### src/rtl/gt_pack_telemetry.sv
// Transmit-side framer for the GT telemetry link: serialises 88-bit packets into
// SOF + 3 payload words with K-character framing, idling with comma words between frames.
module gt_pack_telemetry #(
    parameter int unsigned IDLE_EVERY = 8,
    parameter logic [31:0] IDLE_WORD  = 32'h50BC_50BC,
    parameter logic [3:0]  IDLE_K     = 4'b0101
) (
    input  logic        clk,
    input  logic        rst,
    input  logic [87:0] in_data,
    input  logic        in_valid,
    output logic        in_ready,
    output logic [31:0] gt_data,
    output logic [3:0]  gt_data_is_k,
    output logic [31:0] frame_count,
    output logic        sending
);

    typedef enum logic [2:0] {
        IDLE,
        SOF,
        P0,
        P1,
        P2
    } state_t;

    localparam logic [7:0] SOF_K_CHAR = 8'hFB;
    localparam logic [3:0] SOF_K      = 4'b0001;
    localparam logic [7:0] GAP_LIMIT  = 8'(IDLE_EVERY);

    state_t      state;
    state_t      next_state;
    logic [87:0] capture;
    logic [7:0]  seq;
    logic [7:0]  gap_cnt;
    logic [31:0] next_data;
    logic [3:0]  next_k;
    logic        accept;

    function automatic logic [7:0] byte_xor(input logic [87:0] pkt);
        logic [7:0] acc;
        acc = 8'h00;
        for (int i = 0; i < 11; i++) begin
            acc = acc ^ pkt[8*i +: 8];
        end
        return acc;
    endfunction

    // Refusing the packet in P2 once the run limit is reached is what forces the idle word.
    assign in_ready = !rst && ((state == IDLE) || ((state == P2) && (gap_cnt < GAP_LIMIT)));
    assign accept   = in_valid && in_ready;

    // The output word is chosen from the state being entered, so gt_data lines up with state.
    always_comb begin
        // NOTE: every always_comb output gets a default first so no path leaves it unassigned and infers a latch.
        next_state = state;
        next_data  = IDLE_WORD;
        next_k     = IDLE_K;

        case (state)
            IDLE:    next_state = accept ? SOF : IDLE;
            SOF:     next_state = P0;
            P0:      next_state = P1;
            P1:      next_state = P2;
            P2:      next_state = accept ? SOF : IDLE;
            default: next_state = IDLE;
        endcase

        case (next_state)
            SOF: begin
                next_data = {seq, 8'h00, 8'h00, SOF_K_CHAR};
                next_k    = SOF_K;
            end
            P0: begin
                next_data = capture[31:0];
                next_k    = 4'b0000;
            end
            P1: begin
                next_data = capture[63:32];
                next_k    = 4'b0000;
            end
            P2: begin
                next_data = {byte_xor(capture), capture[87:64]};
                next_k    = 4'b0000;
            end
            default: begin
                next_data = IDLE_WORD;
                next_k    = IDLE_K;
            end
        endcase
    end

    // NOTE: sequential state uses non-blocking assignments so every register samples pre-edge values.
    always_ff @(posedge clk or posedge rst) begin
        if (rst) begin
            state        <= IDLE;
            gt_data      <= IDLE_WORD;
            gt_data_is_k <= IDLE_K;
            seq          <= 8'h00;
            gap_cnt      <= 8'h00;
            frame_count  <= 32'h0000_0000;
            sending      <= 1'b0;
            capture      <= 88'h0;
        end else begin
            state        <= next_state;
            gt_data      <= next_data;
            gt_data_is_k <= next_k;
            sending      <= (next_state != IDLE);

            if (accept) begin
                capture <= in_data;
            end

            if (next_state == SOF) begin
                seq         <= seq + 8'h01;
                frame_count <= frame_count + 32'h0000_0001;
                if (gap_cnt != 8'hFF) begin
                    gap_cnt <= gap_cnt + 8'h01;
                end
            end else if (next_state == IDLE) begin
                gap_cnt <= 8'h00;
            end
        end
    end

endmodule

### config.mk
export PLATFORM = sky130hd
export DESIGN_NAME = gt_pack_telemetry
export DESIGN_NICKNAME = d
export VERILOG_FILES = /design/src/rtl/gt_pack_telemetry.sv
export SDC_FILE = /design/constraint.sdc
export NUM_CORES = 1
export LEC_CHECK = 0
export ABC_AREA = 0
export CELL_PAD_IN_SITES_DETAIL_PLACEMENT = 1
export CELL_PAD_IN_SITES_GLOBAL_PLACEMENT = 2
export CORE_ASPECT_RATIO = 1.4
export CORE_MARGIN = 5
export CORE_UTILIZATION = 35
export CTS_CLUSTER_DIAMETER = 200
export DETAILED_ROUTE_END_ITERATION = 6
export PLACE_DENSITY = 0.84
export SLEW_MARGIN = 20
export SYNTH_ARGS = -nofsm -noshare
export SYNTH_HDL_FRONTEND = slang
export SYNTH_SLANG_ARGS = --single-unit
### constraint.sdc
create_clock -name clk -period 15.3 [get_ports clk]
set_clock_uncertainty 0.2 [all_clocks]
set_input_delay 1.53 -clock clk [delete_from_list [all_inputs] [get_ports clk]]
set_output_delay 1.53 -clock clk [all_outputs]
set_load 0.02 [all_outputs]
After elaboration in Yosys (flattened, before gate mapping). Index checks and enable logic that the tools add are counted.

Output and inout port bits: 70. Register bits: 176.

Magnitude comparators: 1. Mux-type cells: 7. Reductions and logical operators: 12. Bitwise operators: 10. Add/sub/neg operators: 3. Equality and inequality tests: 10.

Operators by type and width (number): case mux 32 bit (4 select lines) (1); XOR 8 bit (10); adder 32 x 1 -> 32 bit (second input constant) (1); two-way mux 8 bit (3); adder 8 x 1 -> 8 bit (second input constant) (2); == test 3 x 2 -> 1 bit (second input constant) (4); case mux 3 bit (4 select lines) (1); < comparator 8 x 4 -> 1 bit (second input constant) (1); inequality test 8 bit (second input constant) (1); == test 3 x 1 -> 1 bit (second input constant) (2); == test 3 bit (second input constant) (2); logical NOT 3 bit (2); case mux 3 bit (2 select lines) (1); logical AND 1 bit (3); nonzero test 3 bit (1); OR reduction 3 bit (1); inequality test 2 x 1 -> 1 bit (second input constant) (1); AND reduction 2 bit (1); nonzero test 2 bit (1); OR reduction 2 bit (1); logical NOT 1 bit (1); logical OR 1 bit (1); two-way mux 1 bit (1).

Logic depth before layout (Yosys ltp). Gate-level depths: netlist (run 1).

Depth after elaboration: 11. Mapped depth: 8. Depth with buffers taken out: 6.

Least setup slack after synthesis (run 1). Ideal clock, no wire load.

Kind: input -> output. Start point: input port rst. End point: output port in_ready. Setup slack: 11.480 ns. Stages on the path: 2. Arrival: 2.090 ns. Cell sequence: nor3_1 nor2b_1.

Cells in the longest elaborated chain, start to end: 2.

RTL lines: from (decl) (line 9) `input logic rst,`; logical NOT 1 bit (no line); logical AND 1 bit (line 50) `assign in_ready = !rst && ((state == IDLE) || ((state == P2) && (gap_cnt < GAP_LIMIT)));`; to (decl) (line 12) `output logic in_ready,`.

No other way between the ends.

Worst setup path in the final report (run 1). Ends and elaborated chain as after synthesis.

==> results of run 1 <==
==> kinds of logic after synthesis <==
kind of cell               Yosys count  synth area share, %
and+or+nand+nor                    386                 20.8
buffers and inverters               47                 2.51
other                                1               0.0462
muxes                               26                 3.52
AOI/OAI and AO/OA                   73                 5.82
adders and majority gates            3                0.463
DFF                                174                 53.9
xor gates and xnor gates           120                 13.0
==> layout make-up <==
type | instances | area (um^2)
multi-input cells | 610 | 3550
clock inverters | 9 | 86.3
repair buffers | 165 | 1630
clock buffers | 23 | 478
flip-flops and latches | 174 | 4370
fillers | 2590 | 12500
well taps | 306 | 383
inverters | 5 | 23.8
==> report_power, final <==
group          leakage, nW  internal (W)  switching, W
Combinational         2.21      0.000483      0.000526
Sequential            2.20      0.000643      0.000167
Clock                0.274      0.000237      0.000183
Total                 4.68       0.00136      0.000876
==> state kept, by name, summed over array words and instances, names as in the netlist <==
| name | cells |
|---|---|
| gt_data_is_k | 2 |
| gap_cnt | 8 |
| gt_data | 32 |
| seq | 8 |
| sending | 1 |
| state | 3 |
| frame_count | 32 |
| capture | 88 |
==> metrics by stage <==
step                      setup slack [ns]  power [W]  std cells  util [%]  hold WS (ns)
after floorplan                       8.88    0.00149        831         -         0.246
after global placement               10.51    0.00182       1260      43.2         0.255
after detailed placement             10.41    0.00184       1260      43.2         0.270
after CTS                            10.43    0.00227       1292      45.7         0.279
after global routing                 10.35    0.00238       1292      45.7         0.289
final                                10.44    0.00224       1292      45.7         0.278
==> layer usage <==
metal / wire (um) / up-vias / GRT usage, %
met5: 0 / - / 0
met4: 685 / 0 / 7.38
met3: 904 / 39 / 3.02
met2: 12900 / 153 / 34.1
met1: 9480 / 3074 / 21.3
li1: - / 2985 / -
==> cells in the final DEF (no fill, tap or decap), types with 5 or more instances in the layout <==
cell type,n
nand2_1,291
dfrtp_1,158
clkdlybuf4s50_1,158
xnor2_1,105
a22oi_1,28
o21ai_0,25
nor2_1,22
mux2_2,20
nand3_1,18
clkbuf_16,17
dfstp_2,16
xor2_1,15
a21oi_1,9
nand4_1,9
and3_1,9
and4_1,8
buf_4,7
nor3_1,6
mux2i_1,6
nand2b_1,5
==> worst min-delay path by stage <==
stage                     cells past startpoint         endpoint            start  slack [ns]
after floorplan                               1           seq[7]           seq[7]        0.25
after global placement                        1  frame_count[31]  frame_count[31]        0.26
after detailed placement                      1           seq[7]           seq[7]        0.27
after CTS                                     1           seq[7]           seq[7]        0.28
after global routing                          1           seq[7]           seq[7]        0.29
final                                         1  frame_count[31]  frame_count[31]        0.28
==> results list, run 1 <==
- Detailed routing inserted a total of 6251 vias.
* R2R Path End: gap_cnt[6]
- Measured along the y axis, the die boundary spans 190 um.
* Gr ovfl total: 0
- Initial antenna violation count: 0
* Category of the worst setup path launch point: input port
- The count of buffers added on input and output ports is 158.
* Crit path launch: rst
* Area of the mapped netlist: 8110 um^2
- The biggest area contributor in the post-synthesis netlist is dfrtp_1.
- Unrepaired setup endpoints after global routing: false
- Clock latency on the worst-skew pair, taken at its later pin, is 0.44 ns.
* Maximum number of pins on one net before global-route repair: 103
* Critical Path Sink: in_ready
* Highest-delay cell along the critical path: clkdlybuf4s50_1
- In this run the mean area of a mapped cell was 9.77 um^2.
- Total count of hold-check failures in the final report: 0
* Drt via density: 4.84
- For this block, the initial DRC count from the detailed router was 254.
* Maximum buffer depth of the clock tree: 2
* Fmax: 206 MHz
- Sequential-to-total area share from yosys stat: 53.9%
* First-pass GRT wire length: 37900 um
- Origin of the critical flop-to-flop path: gap_cnt[4]
- In this run, CTS created clock tree buffers numbering 17.
- In this run the number of H-tree levels came out at 4.
- In the synthesized netlist, the cells that appear most often are nand2_1 (291), dfrtp_1 (158), xnor2_1 (105), clkbuf_1 (31), a22oi_1 (28).
- In this run the core area contains 66 standard-cell rows.
* Number of flip-flops and latches in the synthesized netlist: 174
* Cells after Synth: 830
* Crit path time final: 4.87 ns
* Post-cts sizing count: 0
- Number of stages on the worst setup path: 4
- After detailed routing, the number of remaining DRC violations is 0.
* I/O pins: 161
- Hold repair after CTS inserted 0 buffers.
- Floorplan die width: 139 um
- Among the stages of the critical path, the cell type that occurs most often is clkdlybuf4s50_1.
- WS Path Type: in -> out
* Share of cells above drive strength 1: 8.62%
- Period utilisation layout: 31.8%
- Most numerous cell in the Yosys netlist: nand2_1
* Global-route usage over all layers: 18.5%
- Register clock-pin slew on the reported worst setup and hold paths: 0.06 ns
- For the worst setup path, the data arrival time is 3.13 ns.
* Fraction of registers with async set or reset after synthesis: 100%
- IR Drop Worst-Case VDD: 0.103 mV
- CP delay by family, top: buffers and inverters
- Overall routed net length: 24000 um
- Vias in the first global route: 6795
* GP Congestion: 0.804
- After routing the design area is 10500 um^2.
* Slowest cell delay on critical path: 0.62 ns
* Pins over their slew limit: 0
- Category of the worst setup path capture point: primary output
- CTS tree: yes
- After detailed routing, the average wire length per cell comes to 18.6 um.
* Initial DRT Pass Iterations: 4
* Top post-synthesis cells by area: dfrtp_1 (49%), nand2_1 (13%), xnor2_1 (11%)
- Main flop type after synthesis: dfrtp_1
* Cell Area, Placed: 9960 um^2
- Number of flops mapped to enable cells by yosys: 0
* Post-DP HPWL: 17300 um
- Across all register-to-register paths, the minimum setup slack is 11.88 ns.
- The tightest min-delay check is of the reg -> reg type.
* Pwr dens: 213 nW/um^2
* Remaining antenna violation count after routing: 0
- Buffers and inverters on the worst path: 2
- Post CTS Setup Buffer Count: 0
* Leakage: 4.68 nW
- Traced cell by cell, the critical path runs through clkdlybuf4s50_1, nor3_1, nor2b_1, clkdlybuf4s50_1.
* Area fraction of the dominant cell type after synthesis: 48.7%
- For the pin with the worst max-slew slack, the measured transition is 0.940 ns.
- Number of diodes added for antenna fixing: 0
- Setup violations remaining at the end of the flow were counted as 0.
* Worst-path fanout max: 3
- CTS placed an instance of clkbuf_16 at the clock tree root.
- The run finished with clean final reports.
- In this run the tightest slew margin relative to its limit is 37.2%.
* Worst r2r path cells: 6
- Ys Warns: 0
- The tree built by TritonCTS fans out to 174 sinks.
* Full die area: 26400 um^2
- The region available for standard cell placement spans 23000 um^2.
* Initial Util: 35.2%
- Summed over all failing endpoints, the final setup total negative slack is 0 ns.
* Number of nets in the finished design: 1067
- The number of different library cells used by synthesis comes to 45.
* Worst endpoint required time: 13.57 ns
* Max cap viols: 0
- The area growth from synthesis to layout is 29.8%.
Power figures use the tool's default switching activity.
==> run 2: changes to the inputs <==
CORE_UTILIZATION = 32   (was 35)
PLACE_DENSITY = 0.78   (was 0.84)
clock period = 5.1 ns   (was 15.3 ns; I/O delays follow)
==> results list, run 2 (synthesis gave the netlist of run 1 again) <==
- Result of the run: completed
- The max-slew violation count came to 0 (unchanged).
* IR Drop Worst-Case VDD: 0.327 mV (+220%)
- Placeable core area: 25200 um^2 (+9.4%)
* Normalized max-slew margin: 42.4% (+5.2 points)
* Library cell used as clock root buffer: clkbuf_16
* Slowest cell delay on critical path: 0.62 ns (about the same)
- Detailed Route Iter0 Violations: 208 (-18%)
- Data arrival time of the worst path: 2.49 ns (-0.64 ns)
- Max cap viols: 0 (unchanged)
- Counting flops per register, the top entry is capture.
- Largest registers ranked by flip-flop count: capture x88, frame_count x32, gt_data x32
- The clock slew seen by the registers of the worst setup and hold paths was 0.07 ns (about the same).
- Period utilisation layout: 62.7%
- The cell leakage power is 4.72 nW (+0.86%).
- TritonCTS built the clock tree.
* Die span in y: 198 um (+4.3%)
* Fmax: 313 MHz
* Cell Chain, Critical Path: or4_1, o21a_4, nor2b_1, clkdlybuf4s50_1
- The total number of placement rows was 69 (+4.5%).
- The flip-flop count of the largest register after layout was 88 (unchanged).
- The number of antenna violations at the first check in global routing was 0 (unchanged).
- Post-cts sizing count: 0 (unchanged)
- Worst endpoint required time: 4.39 ns (-9.18 ns)
* First-pass GRT wire length: 38100 um (+0.60%)
- The clock sink count is 174 (unchanged).
- Hold-fix buffer count after cts: 0 (unchanged)
* Total count of hold-check failures in the final report: 0 (unchanged)
- The fraction of final layout cells sized beyond drive strength 1 was 9.28% (+0.66 points).
- In this design, the largest share of critical-path delay is due to simple AND/OR/NAND/NOR gates.
* Slew at the pin with the worst max-slew slack: 0.864 ns (-0.0764 ns)
- Number of diodes added for antenna fixing: 0 (unchanged)
* Area growth, synth to finish: 31.2%
* Switching power summed over all nets: 0.00268 W (+210%)
- The number of global-route vias before repair was 6820 (+0.37%).
- Highest-delay cell along the critical path: clkdlybuf4s50_1
- The final HPWL from detailed placement was 17900 um (+3.5%).
- The placer congestion estimate was 0.777 (-3.4%).
- Remaining antenna violation count after routing: 0 (unchanged)
- I/O pins: 161 (unchanged)
* Gr ovfl total: 0 (unchanged)
* Category of the worst setup path launch point: flop
* Maximum number of pins on one net before global-route repair: 84 (-18%)
* Initial DRT Pass Iterations: 4 (unchanged)
- The sequential group share of total power was 35.7% (-0.5 points).
* Setup TNS after final layout: 0 ns (unchanged)
- Deepest level of the CTS H-tree: 4 (unchanged)
* Via Count: 6295 (+0.70%)
* Global-route usage over all layers: 17.4% (-1.0 points)
- Full die area: 28700 um^2 (+8.8%)
- The initial standard-cell utilization of the core is 32.2% (-3.0 points).
* WS Path Type: reg -> out
- The total routed wirelength is 24400 um (+1.8%).
- Part of the power in the clock network: 19.4% (+0.6 points)
* Hold Crit Class: reg -> reg
- Share of power burned in combinational logic: 44.9% (about the same)
* Pwr dens: 641 nW/um^2 (+200%)
* Clock buffers created by TritonCTS: 17 (unchanged)
- The number of port buffers was 158 (unchanged).
- Count of unresolved DRC violations after routing: 0 (unchanged)
- The total of endpoints with negative setup slack in the final report is 0 (unchanged).
- Maximum buffer depth of the clock tree: 2 (unchanged)
- The switching part of the total power came to 39.3% (+0.12 points).
- The number of buffers and inverters on the critical path was 1 (-1).
- Leading cell type in the layout, fill and taps excluded: nand2_1
- Setup repair after global routing left no endpoint under its margin.
- Later-pin clock latency in the skew report: 0.44 ns (about the same)
- Drt via density: 4.81 (-0.68%)
- The number of setup buffers added after CTS was 0 (unchanged).
- The internal portion of total power is 0.00414 W (+200%).
- The average wire per standard cell is 18.6 um (+0.42%).
* Category of the worst setup path capture point: primary output
- Number of nets in the finished design: 1072 (+0.47%)
* Power consumption: 0.00682 W (+200%)
* Floorplan die width: 145 um (+4.3%)
* Worst-path fanout max: 13 (+10)
- Most frequent cells in the layout: nand2_1 (291), dfrtp_1 (158), clkdlybuf4s50_1 (158), xnor2_1 (105), a22oi_1 (28)
* Crit path time final: 3.20 ns
==> run 2: path summary, 6_finish.rpt <==
| path | startpoint | cells past startpoint | slack, ns | to |
|---|---|---|---|---|
| min | frame_count[31] | 1 | 0.28 | frame_count[31] |
| max | gap_cnt[4] | 4 | 1.90 | in_ready |
| min in group asynchronous | rst | 2 | 0.29 | frame_count[15] |
| min reg2reg | frame_count[31] | 1 | 0.28 | frame_count[31] |
| max reg2reg | state[1] | 7 | 2.25 | gt_data[30] |
| max in group asynchronous | rst | 4 | 3.37 | gt_data[14] |
==> run 2: metrics by stage <==
stage | area, um^2 | util, % | std cells | hold WS (ns) | worst slack [ns]
after CTS | 10600 | 42.1 | 1309 | 0.285 | 1.87
after global placement | 10000 | 39.8 | 1277 | 0.257 | 1.83
after detailed placement | 10000 | 39.8 | 1277 | 0.276 | 1.74
after floorplan | 8120 | - | 831 | 0.246 | 2.18
final | 10600 | 42.2 | 1310 | 0.280 | 1.90
after global routing | 10600 | 42.2 | 1310 | 0.303 | 1.80
==> run 2: power groups by stage <==
stage,logic [W],registers (W),clock network [W]
after floorplan,0.00202,0.00244,0
after CTS,0.00314,0.00245,0.00135
after global placement,0.00306,0.00246,0
final,0.00306,0.00244,0.00132
after detailed placement,0.00313,0.00247,0
after global routing,0.00337,0.00250,0.00140
==> run 2: final cells by class <==
| class | count | area (um^2) |
|---|---|---|
| well taps | 319 | 399 |
| repair buffers | 170 | 1710 |
| clock buffers | 19 | 453 |
| multi-input cells | 610 | 3540 |
| fillers | 2843 | 14600 |
| clock inverters | 13 | 140 |
| flip-flops and latches | 174 | 4370 |
| inverters | 5 | 22.5 |
==> run 2: routing by layer <==
metal,track usage [%],up-vias,routed length (um),part of all wire [%]
li1,-,2995,-,-
met4,5.39,0,434,1.8
met3,3.05,28,980,4.0
met1,20.6,3124,9770,40
met5,0,-,0,0
met2,31.8,148,13200,54
==> run 2: worst register-to-register path, cell delays in order (launching register included) <==
cell      delay (ns)
dfrtp_1         0.39
buf_4           0.28
nor3_1          0.26
nand2_1         0.31
a21oi_2         0.75
inv_2           0.21
a211oi_1        0.25
o21ai_0         0.12
==> run 3: changes to the inputs <==
CORE_UTILIZATION = 29   (was 32)
PLACE_DENSITY = 0.74   (was 0.78)
clock period = 2.67 ns   (was 5.1 ns; I/O delays follow)
==> results list, run 3 (synthesis gave the netlist of run 1 again) <==
- Result of the run: completed
* WS Path Type: reg -> out
* Count of unresolved DRC violations after routing: 0 (unchanged)
- Share of cells above drive strength 1: 10.4% (+1.2 points)
* Register with the most flip-flops: capture
- The I/O pin count is 161 (unchanged).
- Placed cells: 1339 (+4.9%)
* Drt via density: 4.62 (-3.9%)
- Number of fillers in the final layout: 3182 (+12%)
* Leakage: 4.82 nW (+2.0%)
- Overall routed net length: 25500 um (+4.6%)
* Fraction of power consumed by sequential logic: 35.7% (about the same)
* Most frequent cells in the layout: nand2_1 (291), dfrtp_1 (158), clkdlybuf4s50_1 (157), xnor2_1 (105), a22oi_1 (28)
- The clock sink count was 174 (unchanged).
* Post-DP HPWL: 18900 um (+5.4%)
- The filler-free cell count of the finished design came to 1375 (+5.0%).
- Number of flip-flops in the largest register: 88 (unchanged)
- Maximum buffer depth of the clock tree: 2 (unchanged)
- IR Drop Worst-Case VDD: 0.583 mV (+78%)
* Sequential cell area: 4370 um^2 (unchanged)
- The number of global-route vias before repair was 6914 (+1.4%).
- The final critical path takes up 96.2% of the cycle.
- Fmax: 389 MHz
- Quantity of I/O buffers inserted on ports: 158 (unchanged)
* Remaining antenna violation count after routing: 0 (unchanged)
- Capture endpoint of the worst hold path: capture[82]
- The post-route cell area came to 10900 um^2 (+2.2%).
- The count of cells along the worst register-to-register path was 6 (-1).
* Data arrival time of the worst path: 2.10 ns (-0.39 ns)
* Floorplan die width: 151 um (+4.7%)
- Crit path time final: 2.57 ns
* End-of-flow core utilization: 39.3% (-2.9 points)
- Total area of multi-input combinational cells: 3540 um^2 (unchanged)
- Switching power share of the total: 39.0% (-0.21 points)
- Register clock-pin slew on the reported worst setup and hold paths: 0.07 ns (about the same)
- The net switching power of the design came to 0.00510 W (+91%).
- Number of diodes added for antenna fixing: 0 (unchanged)
* Part of the power in the clock network: 19.1% (-0.3 points)
- Leaving out fill and tap cells, the most frequent cell in the layout is nand2_1.
- The data required time at the worst endpoint was 2.20 ns (-2.19 ns).
* Drt wl/cell: 18.6 um (-0.37%)
- The y dimension of the die is 208 um (+4.8%).
* Category of the worst setup path capture point: primary output
* Maximum number of pins on one net before global-route repair: 70 (-17%)
- The routed via count came to 6351 (+0.89%).
* Deepest level of the CTS H-tree: 4 (unchanged)
- Global-route usage over all layers: 16.5% (-0.88 points)
- The max-slew violation count came to 0 (unchanged).
- Initial Util: 29.3% (-2.8 points)
- Later-pin clock latency in the skew report: 0.43 ns (about the same)
* Share of power burned in combinational logic: 45.2% (+0.3 points)
* Hold Crit Class: in -> reg
- TritonCTS built the clock tree.
* Total count of hold-check failures in the final report: 0 (unchanged)
- The depth of the worst hold-timing path came to 3 (+2).
- The critical path starts at gap_cnt[4].
* Library cell used as clock root buffer: clkbuf_16
- The number of antenna violations at the first check in global routing came to 0 (unchanged).
* Clock buffers created by TritonCTS: 17 (unchanged)
- The detailed router's first-iteration violation count was 237 (+14%).
- Relative to the synthesized area, the layout overhead comes to 34.2%.
* Fin Hold WS: 0.152 ns (-0.128 ns)
- The total of endpoints with negative setup slack in the final report came to 0 (unchanged).
- Setup TNS after final layout: 0 ns (unchanged)
- Number of cell rows: 72 (+4.3%)
- The total power per unit cell area came to 1200 nW/um^2 (+88%).
- R2R Path End: frame_count[31]
- Largest registers ranked by flip-flop count: capture x88, frame_count x32, gt_data x32
- STA classifies the critical path startpoint as a flop.
- Slew at the pin with the worst max-slew slack: 0.517 ns (-0.347 ns)
* Origin of the critical flop-to-flop path: gap_cnt[4]
- Initial DRT Pass Iterations: 4 (unchanged)
* Placeable core area: 27700 um^2 (+9.7%)
- The reg2reg setup slack is 0.12 ns (-2.13 ns).
* GP Congestion: 0.782 (+0.71%)
- The count of maximum capacitance violations came to 0 (unchanged).
* Normalized max-slew margin: 65.3% (+23 points)
- Hold_sp: in_data[82]
- Gr ovfl total: 0 (unchanged)
* Full die area: 31500 um^2 (+9.7%)
- The internal portion of total power was 0.00797 W (+92%).
- The wire length of the first global-routing pass is 39700 um (+4.1%).
- The worst-path maximum fanout is 8 (-5).
* Unrepaired setup endpoints after global routing: false
* Number of nets in the finished design: 1086 (+1.3%)
- The post-detailed-placement cell area is 10300 um^2 (+2.2%).
run 3: cell count changes in the layout (fill, tap and decap cells not counted), sizes merged:
cell,previous run,this run
buf,12,25
clkdlybuf4s15,0,1
clkdlybuf4s50,158,157
clkinv,6,7
clkinvlp,5,4
dlygate4sd3,0,1
run 3: worst max path at each step:
stage,to,slack (ns),cells past startpoint
CTS,in_ready,0.04,4
global route,in_ready,0.02,4
detailed placement,frame_count[29],0.07,6
global placement,frame_count[29],0.15,6
finish,in_ready,0.10,4
floorplan,capture[0],-0.009,1
run 3: worst max-delay path, stage by stage, from the launching register on:
cell and delay [ns]:
dfrtp_1 0.44, or4_1 0.56, o21a_4 0.27, nor2b_1 0.13, clkdlybuf4s15_2 0.27
run 3: cell type report:
| class | count | share of cell area [%] |
|---|---|---|
| clock buffer | 19 | 4.07 |
| clock inverter | 13 | 1.30 |
| sequential | 174 | 40.2 |
| inverter | 5 | 0.207 |
| timing repair buffer | 184 | 17.4 |
| multi-input combinational | 610 | 32.6 |
| tap | 370 | 4.25 |
run 3: power by group through the flow:
stage | Combinational, W | Sequential [W] | Clock, W
after floorplan | 0.00386 | 0.00466 | 0
after global placement | 0.00592 | 0.00473 | 0
after detailed placement | 0.00602 | 0.00474 | 0
after global routing | 0.00649 | 0.00480 | 0.00268
after CTS | 0.00604 | 0.00470 | 0.00258
final | 0.00590 | 0.00466 | 0.00250
run 3: stage by stage:
stage               worst slack [ns]  total power, W
global placement               0.145          0.0107
finish                         0.100          0.0131
global route                  0.0152          0.0140
detailed placement            0.0674          0.0108
CTS                           0.0353          0.0133
floorplan                   -0.00860         0.00852
run 3: what timing repair did:
item	CTS	global route
hold buffers	1	0
hold endpoints to repair	2	0
endpoints found under the setup margin	1	1
gates resized for setup	3	0
setup buffers	0	3
run 3: routing by layer:
metal	vias to the layer above	GRT usage, %	wire (um)
met2	137	30.6	14000
met1	3157	18.9	9980
met3	31	2.73	962
li1	3026	-	-
met5	-	0	0
met4	0	5.48	610
==> RTL change: new RTL, config.mk and constraints of run 2 <==
Put one more register stage on the output `frame_count`, cleared by the reset. The value now appears one clock later. The other outputs are not delayed to match.
--- a/src/rtl/gt_pack_telemetry.sv
+++ b/src/rtl/gt_pack_telemetry.sv
@@ -27,6 +27,8 @@
     localparam logic [7:0] SOF_K_CHAR = 8'hFB;
     localparam logic [3:0] SOF_K      = 4'b0001;
     localparam logic [7:0] GAP_LIMIT  = 8'(IDLE_EVERY);
+
+    logic [31:0] frame_count_s0;
 
     state_t      state;
     state_t      next_state;
@@ -98,7 +100,7 @@
             gt_data_is_k <= IDLE_K;
             seq          <= 8'h00;
             gap_cnt      <= 8'h00;
-            frame_count  <= 32'h0000_0000;
+            frame_count_s0 <= 32'h0000_0000;
             sending      <= 1'b0;
             capture      <= 88'h0;
         end else begin
@@ -113,7 +115,7 @@
 
             if (next_state == SOF) begin
                 seq         <= seq + 8'h01;
-                frame_count <= frame_count + 32'h0000_0001;
+                frame_count_s0 <= frame_count_s0 + 32'h0000_0001;
                 if (gap_cnt != 8'hFF) begin
                     gap_cnt <= gap_cnt + 8'h01;
                 end
@@ -123,5 +125,13 @@
         end
     end
 
+    always_ff @(posedge clk or posedge rst) begin
+        if (rst) begin
+            frame_count <= '0;
+        end else begin
+            frame_count <= frame_count_s0;
+        end
+    end
+
 endmodule
 
Behaviour: not the same (Yosys sat finds a counterexample within 4 cycles, from zero or initial values and one cycle with rst high).
==> RTL change against run 2 <==
- cell area grew 9.1%
- wire length grew 3.4%
- synthesized area grew 9.2%
- global-route usage shrank 0.98 points
- setup slack lost 170 ps
- power grew 7.5%
- worst hold slack lost 76 ps
- critical path depth is the same
- die area grew 8.7%
- sequential cell count grew 32
- count of clock-buffer cells in the layout grew 4
- first-iteration DRC count grew 18%
- sequential power grew 11%
- synthesized cell count grew 3.6%
- critical path type unchanged
- critical endpoint unchanged
- highest routed layer unchanged
==> RTL change: results (changes against run 2) <==
H-tree Lvls=1 (-3); Filler cells=3054 (+7.4%); sequential share of the synthesized area=58.4% (+4.5 points); CTS Root Buffer Type=clkbuf_16; most frequent cells after synthesis=297 x nand2_1, 190 x dfrtp_1, 110 x xnor2_1, 28 x a22oi_1, 23 x o21ai_0; Leak=5.19 nW (+10%); crit path max fanout=7 (-6); largest net degree at the start of global routing=208 (+150%); R2R cell count=5 (-2); Hold Path Origin=frame_count_s0[31]$_DFFE_PP0N_; reg-to-reg startpoint=state[0]$_DFF_PP0_; Unique masters post-synth=44 (-2.2%); initial antenna violation count=2 (+2); drt initial violations=246 (+18%); vias in the first global route=7199 (+5.6%); Vias/cell=4.70 (-2.2%); WL met3=1.13 mm (+15%); nets=1105 (+3.1%); share of cells above drive strength 1=9.44% (+0.16 points); VDD IR-drop max=266 µV (-19%); WL met2=13.2 mm (about the same); hpwl dp=17.1 mm (-4.3%); cts bufs inserted=23 (+6); gr usage total=16.5% (-0.98 points); first-pass GRT wire length=40.2 mm (+5.6%); worst setup path startpoint=gap_cnt[3]$_DFFE_PP0P_; final WL=25.2 mm (+3.4%); Slew @ Worst Pin=857 ps (-6.93 ps); metal1 wirelength=10.1 mm (+3.9%); worst-skew pair later-pin latency=510 ps (+70 ps); status=finished clean; Reg2Reg Setup Slack=2120 ps (-130 ps)
RTL change: changes by cell type after synthesis, sizes merged, moves of 5 or more:
cell,run 2,this run
dfrtp,158,190
clkbuf,31,22
buf,11,19
nand2,291,297
xnor2,105,110
xor2,15,10
RTL change: area by class of cell:
class                   count  share of cell area, %
clock inverters            18                   1.28
repair buffers            166                   14.6
multi-input cells         608                   30.3
flip-flops and latches    206                   44.6
inverters                   6                  0.226
well taps                 370                   3.99
clock buffers              23                   4.96
diodes                      2                 0.0431
RTL change: stage by stage:
step / area (µm²) / power (mW) / setup slack (ps) / std cells
2_1_floorplan: 8870 / 4.74 / 284 / 861
3_3_place_gp: 10800 / 5.75 / 1830 / 1353
3_5_place_dp: 10800 / 5.84 / 1890 / 1355
4_1_cts: 11600 / 7.48 / 1740 / 1396
5_1_grt: 11600 / 7.86 / 1640 / 1399
6_report: 11600 / 7.33 / 1730 / 1399
RTL change: report_power, final:
group / leakage (nW) / switching (mW) / total [mW] / internal, mW
sequential: 2.65 / 0.502 / 2.70 / 2.20
clock: 0.343 / 0.708 / 1.60 / 0.888
combinational: 2.20 / 1.57 / 3.04 / 1.46
RTL change: layer usage:
| layer | track usage, % | vias to the layer above |
|---|---|---|
| met1 | 20.2 | 3296 |
| met3 | 2.56 | 43 |
| met5 | 0 | - |
| li1 | - | 3092 |
| met2 | 29.6 | 147 |
| met4 | 5.25 | 0 |
RTL change: worst min path at each step:
stage	to	slack, ps	depth (start not counted)
2_1_floorplan	frame_count[31]$_DFF_PP0_	170	0
3_3_place_gp	frame_count[31]$_DFF_PP0_	180	0
3_5_place_dp	frame_count[31]$_DFF_PP0_	200	0
4_1_cts	frame_count[31]$_DFF_PP0_	210	0
5_1_grt	frame_count[31]$_DFF_PP0_	230	0
6_report	frame_count[31]$_DFF_PP0_	200	0
RTL change: kinds of logic after synthesis:
| logic type | share of synthesized area (%) |
|---|---|
| buf+inv | 2.26 |
| xor+xnor | 11.9 |
| mux | 3.11 |
| simple gates | 18.6 |
| compound gates | 5.27 |
| fa+ha+maj | 0.424 |
| other cells | 0.0423 |
| flops | 58.4 |
